File: src/rtl/riscv_pipe_pkg.sv
// Shared pipeline definitions: jump-type encoding, register index width and
// the control-field bubble that the ID/EX register loads when it is squashed.
package riscv_pipe_pkg;

   localparam int REG_W = 5;

   localparam logic [1:0] NO_JUMP = 2'b00;
   localparam logic [1:0] JAL     = 2'b01;
   localparam logic [1:0] JAL_R   = 2'b10;

   typedef struct packed {
      logic             valid;
      logic             reg_we;
      logic             mem_read;
      logic             mem_we;
      logic [1:0]       jump_t;
      logic [REG_W-1:0] rs1;
      logic [REG_W-1:0] rs2;
      logic [REG_W-1:0] rd;
   } ex_ctl_t;

   // Register indices are zeroed too, so the forwarding unit never matches a bubble.
   localparam ex_ctl_t BUBBLE_CTL = '{
      valid:    1'b0,
      reg_we:   1'b0,
      mem_read: 1'b0,
      mem_we:   1'b0,
      jump_t:   NO_JUMP,
      rs1:      '0,
      rs2:      '0,
      rd:       '0
   };

endpackage

File: src/rtl/id_ex_stage_sat_counter.sv
// Saturating event counter: counts inc pulses, freezes on hold, sticks at all-ones.
module sat_counter #(
   parameter int CNT_W = 16
) (
   input  logic             clk,
   input  logic             rst,
   input  logic             hold,
   input  logic             inc,
   output logic [CNT_W-1:0] count
);

   logic [CNT_W-1:0] count_d, count_q;

   always_comb begin
      count_d = count_q;
      if (!hold && inc && !(&count_q)) begin
         count_d = count_q + {{(CNT_W-1){1'b0}}, 1'b1};
      end
   end

   always_ff @(posedge clk) begin
      if (rst) begin
         count_q <= '0;
      end else begin
         count_q <= count_d;
      end
   end

   assign count = count_q;

endmodule

File: src/rtl/id_ex_stage.sv
// ID/EX pipeline register with load-use hazard detection, redirect flushing
// and saturating stall/flush event counters.
module id_ex_stage
   import riscv_pipe_pkg::*;
#(
   parameter int XLEN   = 32,
   parameter int CTRL_W = 16,
   parameter int CNT_W  = 16
) (
   input  logic              clk,
   input  logic              rst,
   input  logic              ext_stall,
   input  logic              id_valid,
   input  logic [XLEN-1:0]   id_pc,
   input  logic [REG_W-1:0]  id_rs1,
   input  logic [REG_W-1:0]  id_rs2,
   input  logic [REG_W-1:0]  id_rd,
   input  logic [XLEN-1:0]   id_rd1,
   input  logic [XLEN-1:0]   id_rd2,
   input  logic [XLEN-1:0]   id_imm,
   input  logic              id_reg_we,
   input  logic              id_mem_read,
   input  logic              id_mem_we,
   input  logic [1:0]        id_jump_t,
   input  logic [CTRL_W-1:0] id_ctrl,
   input  logic              ex_redirect,
   output logic              ex_valid,
   output logic              ex_reg_we,
   output logic              ex_mem_read,
   output logic              ex_mem_we,
   output logic [XLEN-1:0]   ex_pc,
   output logic [XLEN-1:0]   ex_rd1,
   output logic [XLEN-1:0]   ex_rd2,
   output logic [XLEN-1:0]   ex_imm,
   output logic [REG_W-1:0]  ex_rs1,
   output logic [REG_W-1:0]  ex_rs2,
   output logic [REG_W-1:0]  ex_rd,
   output logic [1:0]        ex_jump_t,
   output logic [CTRL_W-1:0] ex_ctrl,
   output logic              stall_pc,
   output logic              stall_ifid,
   output logic              flush_ifid,
   output logic [CNT_W-1:0]  stall_cnt,
   output logic [CNT_W-1:0]  flush_cnt
);

   ex_ctl_t           ctl_d, ctl_q;
   logic [XLEN-1:0]   pc_d, pc_q;
   logic [XLEN-1:0]   rd1_d, rd1_q;
   logic [XLEN-1:0]   rd2_d, rd2_q;
   logic [XLEN-1:0]   imm_d, imm_q;
   logic [CTRL_W-1:0] ctrl_d, ctrl_q;
   logic              lu;

   // ex_valid qualifies every ex_* field: side effects (reg_we, mem_*) are only
   // ever set together with valid, so consumers may act on them directly.
   always_comb begin
      lu = ctl_q.valid & ctl_q.mem_read & (ctl_q.rd != '0) & id_valid &
           ((ctl_q.rd == id_rs1) | (ctl_q.rd == id_rs2));
   end

   // A redirect makes the ID instruction wrong-path, so it overrides a load-use stall.
   assign stall_pc   = ext_stall | (~ex_redirect & lu);
   assign stall_ifid = stall_pc;
   assign flush_ifid = ~ext_stall & ex_redirect;

   always_comb begin
      ctl_d  = ctl_q;
      pc_d   = pc_q;
      rd1_d  = rd1_q;
      rd2_d  = rd2_q;
      imm_d  = imm_q;
      ctrl_d = ctrl_q;
      if (!ext_stall) begin
         if (ex_redirect || lu) begin
            ctl_d  = BUBBLE_CTL;
            pc_d   = '0;
            rd1_d  = '0;
            rd2_d  = '0;
            imm_d  = '0;
            ctrl_d = '0;
         end else begin
            ctl_d.valid    = id_valid;
            ctl_d.reg_we   = id_valid & id_reg_we;
            ctl_d.mem_read = id_valid & id_mem_read;
            ctl_d.mem_we   = id_valid & id_mem_we;
            ctl_d.jump_t   = id_jump_t;
            ctl_d.rs1      = id_rs1;
            ctl_d.rs2      = id_rs2;
            ctl_d.rd       = id_rd;
            pc_d           = id_pc;
            rd1_d          = id_rd1;
            rd2_d          = id_rd2;
            imm_d          = id_imm;
            ctrl_d         = id_ctrl;
         end
      end
   end

   always_ff @(posedge clk) begin
      if (rst) begin
         ctl_q  <= BUBBLE_CTL;
         pc_q   <= '0;
         rd1_q  <= '0;
         rd2_q  <= '0;
         imm_q  <= '0;
         ctrl_q <= '0;
      end else begin
         ctl_q  <= ctl_d;
         pc_q   <= pc_d;
         rd1_q  <= rd1_d;
         rd2_q  <= rd2_d;
         imm_q  <= imm_d;
         ctrl_q <= ctrl_d;
      end
   end

   sat_counter #(.CNT_W(CNT_W)) u_stall_cnt (
      .clk   (clk),
      .rst   (rst),
      .hold  (ext_stall),
      .inc   (lu & ~ex_redirect),
      .count (stall_cnt)
   );

   sat_counter #(.CNT_W(CNT_W)) u_flush_cnt (
      .clk   (clk),
      .rst   (rst),
      .hold  (ext_stall),
      .inc   (ex_redirect),
      .count (flush_cnt)
   );

   assign ex_valid    = ctl_q.valid;
   assign ex_reg_we   = ctl_q.reg_we;
   assign ex_mem_read = ctl_q.mem_read;
   assign ex_mem_we   = ctl_q.mem_we;
   assign ex_jump_t   = ctl_q.jump_t;
   assign ex_rs1      = ctl_q.rs1;
   assign ex_rs2      = ctl_q.rs2;
   assign ex_rd       = ctl_q.rd;
   assign ex_pc       = pc_q;
   assign ex_rd1      = rd1_q;
   assign ex_rd2      = rd2_q;
   assign ex_imm      = imm_q;
   assign ex_ctrl     = ctrl_q;

endmodule

File: config.mk
export PLATFORM = sky130hd
export DESIGN_NAME = id_ex_stage
export DESIGN_NICKNAME = d
export VERILOG_FILES = /design/src/rtl/riscv_pipe_pkg.sv /design/src/rtl/id_ex_stage_sat_counter.sv /design/src/rtl/id_ex_stage.sv
export SDC_FILE = /design/constraint.sdc
export NUM_CORES = 1
export LEC_CHECK = 0
export ABC_AREA = 1
export BUFFER_PORTS_ARGS = -buffer_cell sky130_fd_sc_hd__buf_2
export CAP_MARGIN = 30
export CORE_MARGIN = 4
export CORE_UTILIZATION = 40
export CTS_CLUSTER_DIAMETER = 150
export DETAILED_ROUTE_END_ITERATION = 16
export HOLD_SLACK_MARGIN = 0.03
export PLACE_DENSITY = 0.78
export SKIP_LAST_GASP = 1
export SYNTH_ARGS = -nofsm -noshare
export SYNTH_HDL_FRONTEND = slang
export SYNTH_HIERARCHICAL = 1
export SYNTH_SLANG_ARGS = --single-unit
File: constraint.sdc
create_clock -name clk -period 1.9 [get_ports clk]
set_clock_uncertainty 0.05 [all_clocks]
set_input_delay 0.19 -clock clk [delete_from_list [all_inputs] [get_ports clk]]
set_output_delay 0.19 -clock clk [all_outputs]
set_load 0.03 [all_outputs]
==> flow_metrics.env, run 1 <==
export IMPL_clock_h_tree_levels=4
export IMPL_num_io_pins=369
export IMPL_commonest_non_fill_non_tap_cells_in_the_layout="sky130_fd_sc_hd__buf_2 (364), sky130_fd_sc_hd__nor2_1 (256), sky130_fd_sc_hd__nand2_1 (245), sky130_fd_sc_hd__dfxtp_1 (192), sky130_fd_sc_hd__inv_1 (184)"
export IMPL_cp_slowest_stage_delay_ps=380
export IMPL_post_synth_instance_area_um2=11000
export IMPL_finish_cell_count_without_fillers=2204
export IMPL_path_class="flip-flop to flip-flop"
export IMPL_critical_path_peak_fanout=5
export IMPL_synth_top_cell_area_share_pct=36.0
export IMPL_clock_root_buffer="sky130_fd_sc_hd__clkbuf_16"
export IMPL_avgSynthCellArea_um2=7.65
export IMPL_synthTopCellsByArea="sky130_fd_sc_hd__dfxtp_1 (36%), sky130_fd_sc_hd__nand3_2 (15%), sky130_fd_sc_hd__a21oi_2 (10%)"
export IMPL_dp_hpwl_mm=21.7
export IMPL_number_of_drc_markers_in_iteration_0=673
export IMPL_synthesis_instances=1433
export IMPL_power_per_cell_area_nw_per_um2=662
export IMPL_peak_supply_drop_uv=459
export IMPL_worstSetupEndpointType="flip-flop"
export IMPL_cts_num_sinks=197
export IMPL_yosys_area_top_type="sky130_fd_sc_hd__dfxtp_1"
export IMPL_fin_crit_ps=1970
export IMPL_flow_area_growth_from_synthesis_pct=32.9
export IMPL_initial_core_util_pct=40.7
export IMPL_pwr_share_comb_pct=17.5
export IMPL_fraction_of_final_layout_cells_sized_beyond_drive_strength_1_pct=41.6
export IMPL_violated_checks="negative setup slack"
export IMPL_worst_setup_hold_path_clk_slew_ps=80
export IMPL_finalCritPeriodShare_pct=104
export IMPL_drt_vias_per_instance=4.92
export IMPL_vias=10839
export IMPL_setup_violations=9
export IMPL_rsz_0062_raised_after_global_routing="yes"
export IMPL_wl_per_cell_um=14.8
export IMPL_clock_power_share_pct=37.4
export IMPL_port_buffers=368
export IMPL_gr_total_overflow=0
export IMPL_clk_path_buf_depth=2
export IMPL_synth_ff_latch_count=197
export IMPL_die_width_um=174
export IMPL_track_usage_pct=20.7
export IMPL_cts_buffer_count=17
export IMPL_final_setup_worst_slack_ps=-67.8
export IMPL_sw_frac_of_total_pct=30.7
export IMPL_synth_seq_area_share_pct=36.0
export IMPL_drt_antenna_violating_nets=0
export IMPL_grt_first_pass_wirelength_mm=52.9
export IMPL_grt_antenna_before_repair=1
export IMPL_postSynthNetCount=1604
export IMPL_p_leak_nw=6.84
export IMPL_drv_max_cap_violation_count=0
export IMPL_pin_count_of_the_biggest_net_entering_global_routing=126
export IMPL_critPathRequiredTime_ps=2160
export IMPL_synth_edff_count=0
export IMPL_power_report_internal_total_w=0.00669
export IMPL_post_synth_num_cell_types=30
export IMPL_grt_pass1_vias=10636
export IMPL_arrival_worst_endpoint_ps=2230
export IMPL_num_rows=60
export IMPL_layout_commonest_cell="sky130_fd_sc_hd__buf_2"
export IMPL_nets=2019
export IMPL_achievable_frequency_mhz=508
export IMPL_timing_hold_worst_class="input pin to flip-flop"
export IMPL_gpl_final_weighted_congestion=0.865
export IMPL_total_power_w=0.00965
export IMPL_timing_final_max_slew_violations=0
export IMPL_status="complete, but fails checks"
export IMPL_route_final_wire_length_mm=32.6
export IMPL_drt_drc_violations_left=0
export IMPL_holdWs_ps=52.4
export IMPL_hold_violations=0
export IMPL_dominantRegCellSynth="sky130_fd_sc_hd__dfxtp_1"
export IMPL_post_place_cells=2073
export IMPL_worst_skew_pair_latency_ps=420
export IMPL_timing_critical_path_slowest_stage_cell="sky130_fd_sc_hd__dfxtp_4"
export IMPL_drt_pass1_iterations=5
export IMPL_cts_tree="done"
export IMPL_floorplan_die_area_um2=30100
export IMPL_synth_warning_count=6
export IMPL_p_sw_w=0.00296
export IMPL_max_slew_margin_rel_pct=64.5
export IMPL_worstPathCellList="inv_2 -> nand2_1 -> nand2_1 -> nor2_1 -> nand3_1 -> nand2_4 -> nand2_8 -> buf_12 -> nor2_4 -> nand2_4 -> nor2_4 -> nand2_4 -> nor2_2 -> nand3_1 -> nand2_1 -> nor2_1"
export IMPL_type_of_origin_of_the_critical_path="flip-flop"
export IMPL_rrSetupSlack_ps=-70
export IMPL_aggregate_negative_setup_slack_ps=-323
export IMPL_ys_async_sr_fraction_pct=0
export IMPL_die_height_um=174
export IMPL_max_slew_worst_pin_slew_ps=531
export IMPL_core_area_um2=27000
export IMPL_power_frac_seq_pct=45.0
==> area by class of cell <==
class	count	area, um^2
inverter	203	772
multi-input combinational	939	5600
fill	2316	12400
clock buffer	18	429
antenna	2	5.00
clock inverter	14	151
sequential	197	3960
timing repair buffer	490	3220
tap	341	427
==> cell families after synthesis <==
logic type / Yosys count / synth area share [%]
XOR/XNOR: 2 / 0.160
AND/OR/NAND/NOR: 737 / 36.2
adder cells (fa/ha/maj): 2 / 0.228
flip-flops: 197 / 36.0
AO/OA/AOI/OAI: 198 / 13.5
buffers and inverters: 297 / 13.9
==> state kept, by name, summed over array words and instances (netlist names) <==
| signal | flops |
|---|---|
| ex_mem_we | 1 |
| u_flush_cnt/count | 16 |
| ex_rs2 | 5 |
| ex_pc | 32 |
| ex_valid | 1 |
| ex_rd | 5 |
| ex_ctrl | 16 |
| ex_reg_we | 1 |
| ex_rs1 | 5 |
| ex_rd1 | 32 |
| ex_mem_read | 1 |
| ex_imm | 32 |
| u_stall_cnt/count | 16 |
| ex_rd2 | 32 |
| ex_jump_t | 2 |
==> through the flow <==
step                utilization [%]  area (um^2)  setup WS (ps)
CTS                            53.7        14500          -93.7
global placement               47.9        12900           79.8
floorplan                         -        11000          -94.4
finish                         54.1        14600          -67.8
global route                   54.0        14600           -221
detailed placement             47.9        12900           59.1
==> power groups by stage <==
stage	combinational (W)	sequential [W]	clock, W
2_1_floorplan	0.000762	0.00470	0
3_3_place_gp	0.00149	0.00443	0
3_5_place_dp	0.00151	0.00443	0
4_1_cts	0.00167	0.00434	0.00373
5_1_grt	0.00183	0.00436	0.00388
6_report	0.00169	0.00434	0.00361
==> worst max-delay path: cells and delay by family (launching register included) <==
| kind | cells | cell delay (ps) |
|---|---|---|
| AND/OR/NAND/NOR | 14 | 1250 |
| buffers and inverters | 2 | 180 |
| flip-flops | 1 | 380 |
==> worst paths after layout <==
kind / from / endpoint / cells past startpoint
worst max-delay path: ex_rd[2] / u_stall_cnt/count[13] / 16
worst min register to register: ex_rd1[29] / ex_rd1[29] / 2
worst min-delay path: id_pc[3] / ex_pc[3] / 5
worst max register to register: ex_rd[2] / u_stall_cnt/count[13] / 16
==> per-layer routing <==
metal / track usage (%) / vias to the layer above / part of all wire (%)
met5: 0 / - / 0
met1: 25.5 / 5034 / 41
li1: - / 5302 / -
met3: 5.80 / 64 / 8.3
met4: 7.12 / 0 / 2.7
met2: 34.8 / 439 / 48
==> synthesized netlist by cell type, types with 2 or more instances <==
cell                       count
sky130_fd_sc_hd__nand3_2     159
sky130_fd_sc_hd__o21ai_1       4
sky130_fd_sc_hd__nor2_2        4
sky130_fd_sc_hd__nor2_8        2
sky130_fd_sc_hd__nand3_4       4
sky130_fd_sc_hd__inv_1       187
sky130_fd_sc_hd__nor3_1        2
sky130_fd_sc_hd__buf_2         9
sky130_fd_sc_hd__nand3_1      31
sky130_fd_sc_hd__dfxtp_1     197
sky130_fd_sc_hd__buf_8        14
sky130_fd_sc_hd__nand4_1       8
sky130_fd_sc_hd__nor2_1      264
sky130_fd_sc_hd__buf_12       12
sky130_fd_sc_hd__inv_2        15
sky130_fd_sc_hd__clkbuf_1     52
sky130_fd_sc_hd__xnor2_1       2
sky130_fd_sc_hd__o21ai_0       5
sky130_fd_sc_hd__buf_6         6
sky130_fd_sc_hd__a21oi_2     128
sky130_fd_sc_hd__nand2_4       3
sky130_fd_sc_hd__ha_1          2
sky130_fd_sc_hd__nand3b_1      4
sky130_fd_sc_hd__a21oi_1      59
sky130_fd_sc_hd__nand2_2       5
sky130_fd_sc_hd__nand2_1     251
==> timing repair <==
item | in CTS | in global routing
pin swaps | 6 | 11
hold buffers | 92 | 0
gates resized for setup | 6 | 21
buffers inserted | 3 | 2
endpoints found under the hold margin | 95 | 0
setup endpoints to repair | 2 | 98
Power figures use the tool's default switching activity.
==> inputs of run 2 (changes only) <==
--- a/config.mk
+++ b/config.mk
@@ -9,11 +9,12 @@
 export BUFFER_PORTS_ARGS = -buffer_cell sky130_fd_sc_hd__buf_2
 export CAP_MARGIN = 30
 export CORE_MARGIN = 4
-export CORE_UTILIZATION = 40
+export CORE_UTILIZATION = 46
 export CTS_CLUSTER_DIAMETER = 150
 export DETAILED_ROUTE_END_ITERATION = 16
 export HOLD_SLACK_MARGIN = 0.03
-export PLACE_DENSITY = 0.78
+export PLACE_DENSITY = 0.87
+export RECOVER_POWER = 50
 export SKIP_LAST_GASP = 1
 export SYNTH_ARGS = -nofsm -noshare
 export SYNTH_HDL_FRONTEND = slang
==> run 2 against run 1 <==
Net effect:
- the run still ends with negative setup slack left
- via count shrank 2.4%
- maximum frequency shrank 3.3%
- final area shrank 4.3%
- sequential share of layout area grew 1.2 points
- global-route usage grew 2.3 points
- critical path type is now flip-flop to primary output
==> flow_metrics.env, run 2 (synthesis gave the netlist of run 1 again) <==
export IMPL_layout_commonest_cell="sky130_fd_sc_hd__nor2_1"
export IMPL_wl_per_cell_um=15.0
export IMPL_worstSetupEndpointType="primary output"
export IMPL_setup_violations=2
export IMPL_type_of_origin_of_the_critical_path="flip-flop"
export IMPL_status="complete, but fails checks"
export IMPL_power_frac_seq_pct=44.8
export IMPL_hold_violations=0
export IMPL_finalCritPeriodShare_pct=107
export IMPL_timing_hold_worst_class="input pin to flip-flop"
export IMPL_max_slew_margin_rel_pct=64.9
export IMPL_die_width_um=162
export IMPL_route_final_wire_length_mm=32.0
export IMPL_port_buffers=368
export IMPL_p_leak_nw=6.08
export IMPL_clock_h_tree_levels=4
export IMPL_rsz_0062_raised_after_global_routing="yes"
export IMPL_die_height_um=162
export IMPL_violated_checks="negative setup slack"
export IMPL_num_fill_cells=2069
export IMPL_cts_num_sinks=197
export IMPL_power_report_internal_total_w=0.00674
export IMPL_clk_path_buf_depth=2
export IMPL_detailedPlace_worstSlack_ps=87.1
export IMPL_timing_final_max_slew_violations=0
export IMPL_fraction_of_final_layout_cells_sized_beyond_drive_strength_1_pct=34.9
export IMPL_critPathRequiredTime_ps=1660
export IMPL_vias=10577
export IMPL_arrival_worst_endpoint_ps=1800
export IMPL_flow_area_growth_from_synthesis_pct=27.1
export IMPL_clock_root_buffer="sky130_fd_sc_hd__clkbuf_16"
export IMPL_max_slew_worst_pin_slew_ps=526
export IMPL_achievable_frequency_mhz=491
export IMPL_critical_path_peak_fanout=7
export IMPL_finish_cell_count_without_fillers=2136
export IMPL_grt_pass1_vias=10164
export IMPL_track_usage_pct=23.0
export IMPL_gpl_final_weighted_congestion=0.887
export IMPL_drt_drc_violations_left=0
export IMPL_drt_antenna_violating_nets=0
export IMPL_num_io_pins=369
export IMPL_grt_antenna_before_repair=0
export IMPL_num_rows=56
export IMPL_path_class="flip-flop to primary output"
export IMPL_cts_buffer_count=17
export IMPL_holdWs_ps=44.3
export IMPL_number_of_drc_markers_in_iteration_0=848
export IMPL_dp_hpwl_mm=21.9
export IMPL_drt_vias_per_instance=4.95
export IMPL_initial_core_util_pct=46.7
export IMPL_fin_crit_ps=2040
export IMPL_final_setup_worst_slack_ps=-135
export IMPL_aggregate_negative_setup_slack_ps=-270
export IMPL_total_power_w=0.00969
export IMPL_worst_setup_hold_path_clk_slew_ps=80
export IMPL_core_area_um2=23500
export IMPL_pin_count_of_the_biggest_net_entering_global_routing=126
export IMPL_floorplan_die_area_um2=26400
export IMPL_grt_first_pass_wirelength_mm=50.4
export IMPL_worst_skew_pair_latency_ps=420
export IMPL_cts_tree="done"
export IMPL_commonest_non_fill_non_tap_cells_in_the_layout="sky130_fd_sc_hd__nor2_1 (256), sky130_fd_sc_hd__nand2_1 (245), sky130_fd_sc_hd__buf_2 (220), sky130_fd_sc_hd__dfxtp_1 (192), sky130_fd_sc_hd__inv_1 (185)"
export IMPL_peak_supply_drop_uv=616
export IMPL_pwr_share_comb_pct=16.2
export IMPL_sw_frac_of_total_pct=30.4
export IMPL_nets=1974
export IMPL_drt_pass1_iterations=5
export IMPL_drv_max_cap_violation_count=0
export IMPL_power_per_cell_area_nw_per_um2=695
export IMPL_clock_power_share_pct=39.0
export IMPL_gr_total_overflow=0
export IMPL_p_sw_w=0.00294
export IMPL_post_place_cells=2054
==> run 2: changes by cell type in the layout (fill, tap and decap cells not counted), moves of 2 or more <==
cell,before,now
sky130_fd_sc_hd__buf_2,364,220
sky130_fd_sc_hd__clkbuf_1,1,145
sky130_fd_sc_hd__dlygate4sd3_1,92,43
sky130_fd_sc_hd__buf_4,13,19
sky130_fd_sc_hd__inv_6,8,5
sky130_fd_sc_hd__buf_12,14,12
sky130_fd_sc_hd__clkinv_4,0,2
sky130_fd_sc_hd__inv_2,16,14
sky130_fd_sc_hd__nor2_2,6,4
sky130_fd_sc_hd__nor2_4,6,8
==> run 2: final timing paths <==
kind               from                    to  slack, ps  depth (start not counted)
max reg2reg    ex_rd[0]  u_stall_cnt/count[7]         30                         15
min reg2reg   ex_rd1[2]             ex_rd1[2]        420                          2
min          id_imm[14]            ex_imm[14]         40                          5
max            ex_rd[0]              stall_pc       -140                         10
==> run 2: final cells by class <==
| type | instances | area [um^2] | area share [%] |
|---|---|---|---|
| clock buffer | 19 | 443 | 3.18 |
| sequential | 197 | 3960 | 28.4 |
| antenna | 1 | 2.50 | 0.0180 |
| inverter | 203 | 774 | 5.56 |
| timing repair buffer | 445 | 2570 | 18.4 |
| tap | 319 | 399 | 2.86 |
| clock inverter | 13 | 163 | 1.17 |
| multi-input combinational | 939 | 5620 | 40.4 |
==> run 2: timing repair <==
action	in CTS	in global routing
endpoints found under the setup margin	2	110
pin swaps	7	16
resized for setup	13	23
setup buffers	2	3
hold buffers	43	0
cloned	0	1
hold endpoints to repair	52	0
==> run 2: worst max-delay path, cell delays in order, from the launching register on <==
cell and delay, ps:
sky130_fd_sc_hd__dfxtp_4 400, sky130_fd_sc_hd__inv_2 30, sky130_fd_sc_hd__nand2_1 40, sky130_fd_sc_hd__nand2_1 50, sky130_fd_sc_hd__nor2_1 90, sky130_fd_sc_hd__nand3_1 120, sky130_fd_sc_hd__nand2_4 120, sky130_fd_sc_hd__nand2_8 70
sky130_fd_sc_hd__buf_12 130, sky130_fd_sc_hd__o21ai_4 150, sky130_fd_sc_hd__buf_6 160
==> run 2: per-layer routing <==
metal  track usage, %  up-vias  part of all wire, %
met5                0        -                    0
met4             7.61        0                  2.7
met3             6.40       70                  7.9
met2             40.2      415                   50
met1             27.3     4889                   40
li1                 -     5203                    -
==> run 2: through the flow <==
step / area, um^2 / utilization (%)
final: 13900 / 59.4
after global routing: 13900 / 59.4
after CTS: 14000 / 59.5
after detailed placement: 12900 / 54.9
after global placement: 12900 / 54.9
after floorplan: 11000 / -
==> run 2: power groups by stage <==
stage	Clock (W)	Sequential, W	Combinational, W
2_1_floorplan	0	0.00470	0.000762
3_3_place_gp	0	0.00443	0.00148
3_5_place_dp	0	0.00443	0.00151
4_1_cts	0.00384	0.00434	0.00159
5_1_grt	0.00400	0.00436	0.00170
6_report	0.00378	0.00434	0.00157
